[config.mk]
export PLATFORM = sky130hd
export DESIGN_NAME = alu_multicycle
export DESIGN_NICKNAME = d
export VERILOG_FILES = /design/src/rtl/alu_multicycle.sv
export SDC_FILE = /design/constraint.sdc
export NUM_CORES = 1
export LEC_CHECK = 0
export CORE_UTILIZATION = 53
export CTS_BUF_LIST = sky130_fd_sc_hd__clkbuf_4 sky130_fd_sc_hd__clkbuf_8 sky130_fd_sc_hd__clkbuf_16
export CTS_CLUSTER_DIAMETER = 60
export DETAILED_ROUTE_END_ITERATION = 10
export GPL_TIMING_DRIVEN = 0
export HOLD_SLACK_MARGIN = 0.06
export PLACE_DENSITY = 0.8
export SLEW_MARGIN = 20
export SYNTH_ARGS = -nofsm -noshare
export SYNTH_HDL_FRONTEND = slang
export SYNTH_SLANG_ARGS = --single-unit
[constraint.sdc]
create_clock -name Clk -period 4.1 [get_ports Clk]
set_input_delay 0.82 -clock Clk [delete_from_list [all_inputs] [get_ports Clk]]
set_output_delay 0.82 -clock Clk [all_outputs]
set_load 0.02 [all_outputs]
[src/rtl/alu_multicycle.sv]
// Handshaked ALU: single-cycle logic/arith ops and an optional shift-add multiplier.
// Define ALU_MUL_EN to build the multiplier (op 10); otherwise op 10 is illegal.
module alu_multicycle #(
  parameter int unsigned WIDTH = 16
) (
  input  logic             Clk,
  input  logic             Reset,
  input  logic             in_valid,
  output logic             in_ready,
  input  logic [WIDTH-1:0] a,
  input  logic [WIDTH-1:0] b,
  input  logic [3:0]       op,
  output logic             out_valid,
  input  logic             out_ready,
  output logic [WIDTH-1:0] result,
  output logic [2:0]       nzp,
  output logic             busy
);

  localparam int unsigned ShW = $clog2(WIDTH);

  localparam logic [3:0] OpAdd  = 4'd0;
  localparam logic [3:0] OpAnd  = 4'd1;
  localparam logic [3:0] OpNot  = 4'd2;
  localparam logic [3:0] OpPass = 4'd3;
  localparam logic [3:0] OpSub  = 4'd4;
  localparam logic [3:0] OpOr   = 4'd5;
  localparam logic [3:0] OpXor  = 4'd6;
  localparam logic [3:0] OpShl  = 4'd7;
  localparam logic [3:0] OpShr  = 4'd8;
  localparam logic [3:0] OpSra  = 4'd9;
  localparam logic [3:0] OpMul  = 4'd10;

  typedef enum logic [1:0] {StIdle, StExec, StDone} state_e;

  state_e           state_q, state_d;
  logic [WIDTH-1:0] result_q, result_d;
  logic [2:0]       nzp_q;
  logic [WIDTH-1:0] alu_res;
  logic [ShW-1:0]   shamt;
  logic             accept;
  logic             load_result;
  logic             start_mul;

  function automatic logic [2:0] flags_of(input logic [WIDTH-1:0] r);
    if (r[WIDTH-1])   return 3'b100;
    else if (r == '0) return 3'b010;
    else              return 3'b001;
  endfunction

  assign in_ready  = (state_q == StIdle) || ((state_q == StDone) && out_ready);
  assign accept    = in_valid && in_ready;
  assign out_valid = (state_q == StDone);
  assign busy      = (state_q != StIdle);
  assign result    = result_q;
  assign nzp       = nzp_q;
  assign shamt     = b[ShW-1:0];

  // Single-cycle datapath; MUL and illegal codes fall through to zero here.
  always_comb begin
    alu_res = '0;
    case (op)
      OpAdd:   alu_res = a + b;
      OpAnd:   alu_res = a & b;
      OpNot:   alu_res = ~a;
      OpPass:  alu_res = a;
      OpSub:   alu_res = a - b;
      OpOr:    alu_res = a | b;
      OpXor:   alu_res = a ^ b;
      OpShl:   alu_res = a << shamt;
      OpShr:   alu_res = a >> shamt;
      OpSra:   alu_res = $signed(a) >>> shamt;
      default: alu_res = '0;
    endcase
  end

`ifdef ALU_MUL_EN
  localparam int unsigned CntW = ShW;

  logic [WIDTH-1:0] acc_q, mcand_q, mplier_q, acc_step;
  logic [CntW-1:0]  cnt_q;

  assign start_mul = (op == OpMul);
  assign acc_step  = mplier_q[0] ? (acc_q + mcand_q) : acc_q;

  // One multiplier bit per EXEC cycle; product is kept modulo 2^WIDTH.
  always_ff @(posedge Clk) begin
    if (Reset) begin
      acc_q    <= '0;
      mcand_q  <= '0;
      mplier_q <= '0;
      cnt_q    <= '0;
    end else if (accept && start_mul) begin
      acc_q    <= '0;
      mcand_q  <= a;
      mplier_q <= b;
      cnt_q    <= '0;
    end else if (state_q == StExec) begin
      acc_q    <= acc_step;
      mcand_q  <= mcand_q << 1;
      mplier_q <= mplier_q >> 1;
      cnt_q    <= cnt_q + 1'b1;
    end
  end
`else
  assign start_mul = 1'b0;
`endif

  always_comb begin
    state_d     = state_q;
    load_result = 1'b0;
    result_d    = alu_res;
    case (state_q)
      StIdle, StDone: begin
        if ((state_q == StDone) && out_ready) state_d = StIdle;
        if (accept) begin
          if (start_mul) begin
            state_d = StExec;
          end else begin
            state_d     = StDone;
            load_result = 1'b1;
          end
        end
      end
`ifdef ALU_MUL_EN
      StExec: begin
        if (cnt_q == CntW'(WIDTH - 1)) begin
          state_d     = StDone;
          load_result = 1'b1;
          result_d    = acc_step;
        end
      end
`endif
      default: state_d = StIdle;
    endcase
  end

  always_ff @(posedge Clk) begin
    if (Reset) begin
      state_q  <= StIdle;
      result_q <= '0;
      nzp_q    <= 3'b000;
    end else begin
      state_q <= state_d;
      if (load_result) begin
        result_q <= result_d;
        nzp_q    <= flags_of(result_d);
      end
    end
  end

endmodule

==> run summary, run 1 <==
Clock-pin slew was measured on the worst setup and hold paths at approximately 70 ps. Measured along the y axis, the die boundary spans ~100 um. For this run, the leading register cell type out of synthesis is sky130_fd_sc_hd__dfxtp_1. The analysis attributes to cell leakage a power of 2.840 nW. From synthesis to final layout, the design area changed by 36.81%.

The average wire per cell in the routed design is ~26 um. The largest fanout on the critical path is 11. The utilization of the core after routing came out at 74.93%. The final antenna-violating net count is 0. The number of clock sinks is 19.

The weighted congestion at the end of routability-driven global placement came out at 1.104. CTS built an H-tree with a depth of 1. The overall overflow remaining after global route came out at 0. The share of flip-flops with an asynchronous set or reset came out at 0%. The count of input and output buffers came out at 60. The worst setup path is launched from an input pin. The smallest hold slack came out at about 500 ps.

The biggest area consumer among synthesized cells is sky130_fd_sc_hd__ha_1. The count of mapped cells out of synthesis is between 600 and 700. The number of endpoints with negative hold slack in the final report is 0. The highest attainable clock frequency came out at 238.7 MHz. The worst slack at placement is -1833 ps. The final-layout fill cell count came out at roughly 680. The portion of the clock cycle consumed by the worst path in the final layout is 102.2%. The area of combinational cells with multiple inputs came out at roughly 0.0047 mm^2. The worst pin sits at a relative slew slack of under 10%. For this run, the detailed router's first-pass iteration total came to 5. The run finished, with violations left.

The routed wire length is roughly 23000 um. The number of buffers created by CTS came out at 3. Summing the areas of all xor and xnor instances in the mapped netlist gives 3.273% of the synthesized area.

For this run, the total global-route usage over all layers was measured as ~45%. For this run, the register share of the synthesized area comes to about 7.5%. The initial antenna violation count came out at 0.

The worst vdd rail ir drop is 0.0001299 V. The synthesized netlist devotes roughly an eighth of its cell area to adder and majority cells. TritonCTS built the clock tree. The detailed router's first-iteration violation count came out at 816.

The repair_antennas step left the layout with diodes totalling 0. In this run the biggest area consumer among cell types represents between 10% and 20% of the synthesized area. Synthesis inferred 19 register bits. The largest net degree at the start of global routing came out at 20. Yosys printed 0 warnings. Once routing completed, OpenROAD measured the worst setup slack at -90.23 ps. The number of nets in the final layout is around 870.

CTS placed an instance of sky130_fd_sc_hd__clkbuf_8 at the clock tree root. The maximum buffer depth of the clock tree is 2. The synthesized netlist devotes 25.59% of its cell area to compound gates.

After synthesis, the share of cell area in mux cells is 17.64%. The worst clock skew on the final layout came out at about 4.7 ps. When the netlist entered floorplanning its net count stood at between 700 and 800. The critical path is of the in -> reg type. The sequential cells in the finished layout cover a total of between 300 and 400 um^2. By area, the combinational part of the netlist is dominated by compound AO/OA/AOI/OAI gates. The final number of max-transition violations is 0.

The non-filler instance count after layout is around 910. The worst min-delay path class is reg -> reg. For the worst setup path, the data arrival time is between 4000 and 5000 ps. Row generation in the floorplan step produced 35 rows.

The checks that failed: negative setup slack. Setup violations remaining at the end of the flow were counted as 3. The max-capacitance violation count is 0. Pin placement for this block handled 62 I/O pins. The post-synthesis cell type count came out at 83.

The post-DP HPWL is around 17000 um. The total via count after detailed routing is approximately 6500. The via-per-instance ratio is 7.077. The die covers approximately 0.01 mm^2.

The slew of the pin with the lowest slew margin came out at around 1300 ps. The die is approximately 100 um wide. The global-route wire length before repair is ~34000 um. Setup repair after global routing could not meet its margin everywhere. The power per cell area came out at around 190 mW/mm^2. After detailed routing, the number of remaining DRC violations is 0. The clock period minus final worst setup slack came out at around 4200 ps.

STA classifies the critical path endpoint as a flop. The cts-stage hold buffer count is 0. The later pin in the worst-skew pair is clocked with a latency of around 250 ps. The effective utilization at floorplan is between 50 and 60%.

The area of the core region is a little over 0.009 mm^2. The total instance count after detailed placement is about 840. The mean post-synth cell area is between 7 and 8 um^2. The number of global-route vias before repair was a little over 6000.

The number of enable flip-flop cells after synthesis came out at 0. The cell area after synthesis is about 0.0051 mm^2. The required time at the endpoint of the critical path came out at ~4200 ps. In the final layout, the share of cells above drive strength 1 is between 20% and 30%. The post-synthesis share of cell area spent on and, or, nand and nor gates is 23.65%. By area the synthesized netlist is led by sky130_fd_sc_hd__ha_1, sky130_fd_sc_hd__mux4_2, sky130_fd_sc_hd__dfxtp_1.
[power by group]
| part | total, mW | internal (mW) | switching (mW) | leakage (nW) |
|---|---|---|---|---|
| registers | 0.208 | 0.200 | 0.00815 | 0.157 |
| clock network | 0.126 | 0.0674 | 0.0591 | 0.0255 |
| logic | 0.967 | 0.430 | 0.537 | 2.66 |
[Yosys cell counts, drive strengths merged (11+ instances only)]
cell	count
nand2b	21
o211ai	11
a21oi	36
mux4	19
mux2i	21
nor3	21
o21ai	21
nor2b	13
nand2	46
nor2	56
buf	21
nand3	16
ha	49
dfxtp	19
xnor2	15
inv	44
a211oi	16
o22ai	15
clkbuf	29
mux2	22
[metal layers]
metal	wire length (um)	track usage (%)
met1	8669	55.47
met2	10290	74.22
met3	2426	6.198
met4	1976	26.70
met5	0	0
[state kept, by name, summed over array words and instances (netlist names)]
name	cells
nzp	2
result	16
state_q	1
[what timing repair did]
action / in CTS / in global routing
resized for setup: 117 / 58
endpoints found under the setup margin: 17 / 5
pin swaps: 42 / 39
buffers inserted: 42 / 27
[final cells by class]
class | instances | share of cell area, %
multi-input combinational | 541 | 66.87
clock buffer | 3 | 0.5935
sequential | 19 | 5.468
tap | 129 | 2.320
clock inverter | 1 | 0.07194
buffer | 45 | 5.755
timing repair buffer | 129 | 16.08
inverter | 45 | 2.842
[critical path, stage by stage]
cell and delay, ps:
sky130_fd_sc_hd__clkbuf_2 110, sky130_fd_sc_hd__buf_6 120, sky130_fd_sc_hd__buf_6 120, sky130_fd_sc_hd__buf_4 180, sky130_fd_sc_hd__buf_12 160, sky130_fd_sc_hd__nand2_8 90, sky130_fd_sc_hd__o21ai_1 110, sky130_fd_sc_hd__xnor2_1 240
sky130_fd_sc_hd__ha_2 360, sky130_fd_sc_hd__a21oi_4 210, sky130_fd_sc_hd__buf_4 150, sky130_fd_sc_hd__o2bb2ai_2 80, sky130_fd_sc_hd__or4b_4 520, sky130_fd_sc_hd__and3_4 200, sky130_fd_sc_hd__mux2i_4 210, sky130_fd_sc_hd__nand4_1 170
sky130_fd_sc_hd__nor4_4 340, sky130_fd_sc_hd__a311oi_2 140
[worst paths after layout]
| path | slack, ps | endpoint | depth (start not counted) | startpoint |
|---|---|---|---|---|
| setup / recovery | -90 | nzp[0] | 18 | op[2] |
| hold reg to reg | 500 | result[12] | 2 | result[12] |
| hold / removal | 500 | result[12] | 2 | result[12] |
| setup reg to reg | 2270 | result[13] | 5 | state_q[1] |
[cells in the final DEF (no fill, tap or decap), types with 19 or more instances in the layout]
master	netlist	final
sky130_fd_sc_hd__nand2b_1	21	21
sky130_fd_sc_hd__clkdlybuf4s50_1	0	48
sky130_fd_sc_hd__clkbuf_1	23	19
sky130_fd_sc_hd__inv_1	44	41
sky130_fd_sc_hd__nor2_1	56	54
sky130_fd_sc_hd__nand2_1	46	43
sky130_fd_sc_hd__dfxtp_1	19	19
sky130_fd_sc_hd__buf_4	3	66
sky130_fd_sc_hd__a21oi_1	36	29
sky130_fd_sc_hd__ha_1	49	42
sky130_fd_sc_hd__mux4_2	19	19
[kinds of logic after synthesis]
| kind of cell | after synthesis |
|---|---|
| xor+xnor | 19 |
| mux | 62 |
| compound gates | 185 |
| buf+inv | 95 |
| fa+ha+maj | 50 |
| flops | 19 |
| simple gates | 225 |
[stage by stage]
stage               total power, mW  setup TNS [ps]  instance area (um^2)
finish                        1.301          -176.1                  6957
global route                  1.350          -569.9                  6957
CTS                           1.193               0                  6644
detailed placement           0.9486          -15960                  5923
global placement             0.9270          -14210                  5923
floorplan                    0.6951          -38.67                  5161
Power figures use the tool's default switching activity.
==> inputs of run 2 (changes only) <==
- CORE_UTILIZATION: 53 -> 38
- PLACE_DENSITY: 0.8 -> not set
==> run summary, run 2 (same netlist as run 1, synthesis figures left out) <==
The clock period minus final worst setup slack came to 4044 ps (-146.5 ps). The power per cell area came out at 191.0 mW/mm^2 (+2.1%). The most common cell after layout, fill and taps aside is sky130_fd_sc_hd__buf_4. The number of nets in the final layout is 861 (-1.5%). The number of cells on the worst hold path is 2 (unchanged). The total instance count after detailed placement is 887 (+5.1%). The startpoint identified for the worst hold timing path is result[2]. The number of endpoints with negative hold slack in the final report is 0 (unchanged). The site row count is 41 (+17%). The via-per-instance ratio is 6.297 (-11%). The clock-pin slew of the registers on the worst-case setup and hold paths was 50 ps (-20 ps). The final antenna-violating net count is 0 (unchanged). The weighted congestion at the end of routability-driven global placement was 0.9748 (-12%). Setup repair after global routing could not meet its margin everywhere. The remaining design rule violation count came out at 0 (unchanged). The initial antenna violation count was 0 (unchanged). The non-filler instance count after layout is 942 (+3.3%).

The average wire per cell in the routed design is 24.59 um (-4.0%). The count of pins on the block boundary came out at 62 (unchanged). For hold timing, the worst endpoint is result[2]. The flop-to-flop setup slack was 2340 ps (+70 ps).

The worst vdd rail ir drop is 0.00009456 V (-27%). The number of global-route vias before repair is 5688 (-6.4%). The CTS H-tree depth is 1 (unchanged). The overall overflow remaining after global route is 0 (unchanged). The routed wire length came out at 23170 um (-0.81%). The normalized max-slew margin came out at 27.32% (+18 points). The final count of negative-setup-slack endpoints is 0 (-3). The worst clock skew on the final layout came to 1.401 ps (-3.260 ps). The category of the most critical setup path is in -> reg. The full die area came out at 0.01385 mm^2 (+39%). The arrival time at the worst endpoint came out at 4160 ps (-150 ps). The largest net degree at the start of global routing was 13 (-35%). The depth of the most critical reg-to-reg path came out at 5 (unchanged).

The worst setup path is launched from an input pin. The detailed router's first-iteration violation count came out at 507 (-38%). The highest attainable clock frequency is 247.3 MHz (+3.6%). The portion of the clock cycle consumed by the worst path in the final layout is 98.63% (-3.6 points). The total inserted antenna cells was 0 (unchanged). The required time at the endpoint of the critical path came out at 4220 ps (about the same). The slew of the pin with the lowest slew margin came out at 1075 ps (-269.9 ps).

The utilization of the core after routing came out at 53.71% (-21 points). In this run the critical register-to-register path is captured at nzp[0]. The library cells used most frequently in the layout, excluding fill and tap cells, are sky130_fd_sc_hd__buf_4, sky130_fd_sc_hd__nor2_1, sky130_fd_sc_hd__clkdlybuf4s50_1.

The final total power came out at 1.315 mW (+1.1%). The run finished with clean final reports. The post-DP HPWL is 18190 um (+9.7%).

In this run the critical register-to-register path is launched from state_q[1]. The aggregate global-route resource usage came out at 32.99% (-12 points). The number of flip-flops in the largest register is 16 (unchanged).

The number of clock sinks came out at 19 (unchanged). In this run the worst hold path is classified as reg -> reg. The clock tree from TritonCTS is done. The largest fanout on the critical path is 7 (-4). The critical path startpoint is b[0]. The tree is rooted in a sky130_fd_sc_hd__clkbuf_16.

The global-route wire length before repair came to 35060 um (+2.8%). The max-capacitance violation count is 0 (unchanged). The source-to-sink clock delay at the later pin of the worst-skew pair came to 250 ps (about the same). The maximum buffer depth of the clock tree came out at 2 (unchanged).

The leakage power of the design came out at 2.809 nW (-1.1%). The final number of max-transition violations is 0 (unchanged). The growth of design area from synthesis to finish is 35.46%. The width of the chip is 117.7 um (+18%). The area of the core region came out at 0.01282 mm^2 (+38%). The height of the die is 117.7 um (+18%). The effective utilization at floorplan was 39.65% (-15 points).

The number of iterations in the first detailed-routing pass came out at 5 (unchanged). The total via count after detailed routing is 5932 (-8.1%). The count of input and output buffers was 60 (unchanged).

The fraction of final layout cells with drive strength greater than 1 is 26.88% (-1.9 points). The worst setup path is captured at a flop. The number of buffers created by CTS is 3 (unchanged).
run 2: timing repair:
action,4_1_cts,5_1_grt
gates resized for setup,105,58
setup endpoints to repair,15,3
pin swaps,29,46
buffers inserted,31,24
hold buffers,0,0
run 2: layer usage:
layer / wire length (um) / share of wire, % / vias up / global-route usage, %
met2: 11190 / 48 / 311 / 58.46
met1: 9369 / 40 / 2864 / 41.22
met4: 906 / 3.9 / 0 / 10.98
met5: 0 / 0 / - / 0
met3: 1701 / 7.3 / 65 / 3.634
li1: - / - / 2692 / -
run 2: area by class of cell:
cell class / instances / area, um^2
clock inverter: 1 / 5.005
inverter: 45 / 185.2
tap: 172 / 215.2
sequential: 19 / 380.4
buffer: 46 / 405.4
fill: 1254 / 5937
clock buffer: 3 / 75.07
multi-input combinational: 541 / 4583
timing repair buffer: 115 / 1039
run 2: worst max-delay path: stages:
cell and delay, ps:
sky130_fd_sc_hd__buf_12 110, sky130_fd_sc_hd__buf_12 130, sky130_fd_sc_hd__clkinvlp_4 130, sky130_fd_sc_hd__ha_4 160
sky130_fd_sc_hd__nand2_4 70, sky130_fd_sc_hd__o41ai_4 350, sky130_fd_sc_hd__xnor2_1 130, sky130_fd_sc_hd__ha_1 360
sky130_fd_sc_hd__a21o_1 210, sky130_fd_sc_hd__o2bb2ai_2 140, sky130_fd_sc_hd__or4b_4 510, sky130_fd_sc_hd__and3_4 190
sky130_fd_sc_hd__mux2i_2 180, sky130_fd_sc_hd__nand4_1 190, sky130_fd_sc_hd__nor4_4 340, sky130_fd_sc_hd__a311oi_2 140
run 2: power by group:
group | switching, mW | internal, mW
clock | 0.0701 | 0.131
combinational | 0.499 | 0.408
sequential | 0.00735 | 0.200
total | 0.577 | 0.738
run 2: worst max path at each step:
stage,to,cells past startpoint
after floorplan,nzp[0],18
after global placement,nzp[0],16
after detailed placement,nzp[0],17
after CTS,nzp[0],16
after global routing,nzp[0],16
final,nzp[0],16
run 2: metrics by stage:
stage                     worst slack, ps  setup TNS (ps)  cell area [um^2]  hold slack (ps)
after global placement              -1749          -15500              5977            482.9
after global routing               -78.74          -101.7              6888            524.6
final                               56.31               0              6888            490.4
after CTS                           5.677               0              6594            495.8
after floorplan                    -38.67          -38.67              5161            566.7
after detailed placement            -1687          -15130              5977            488.5
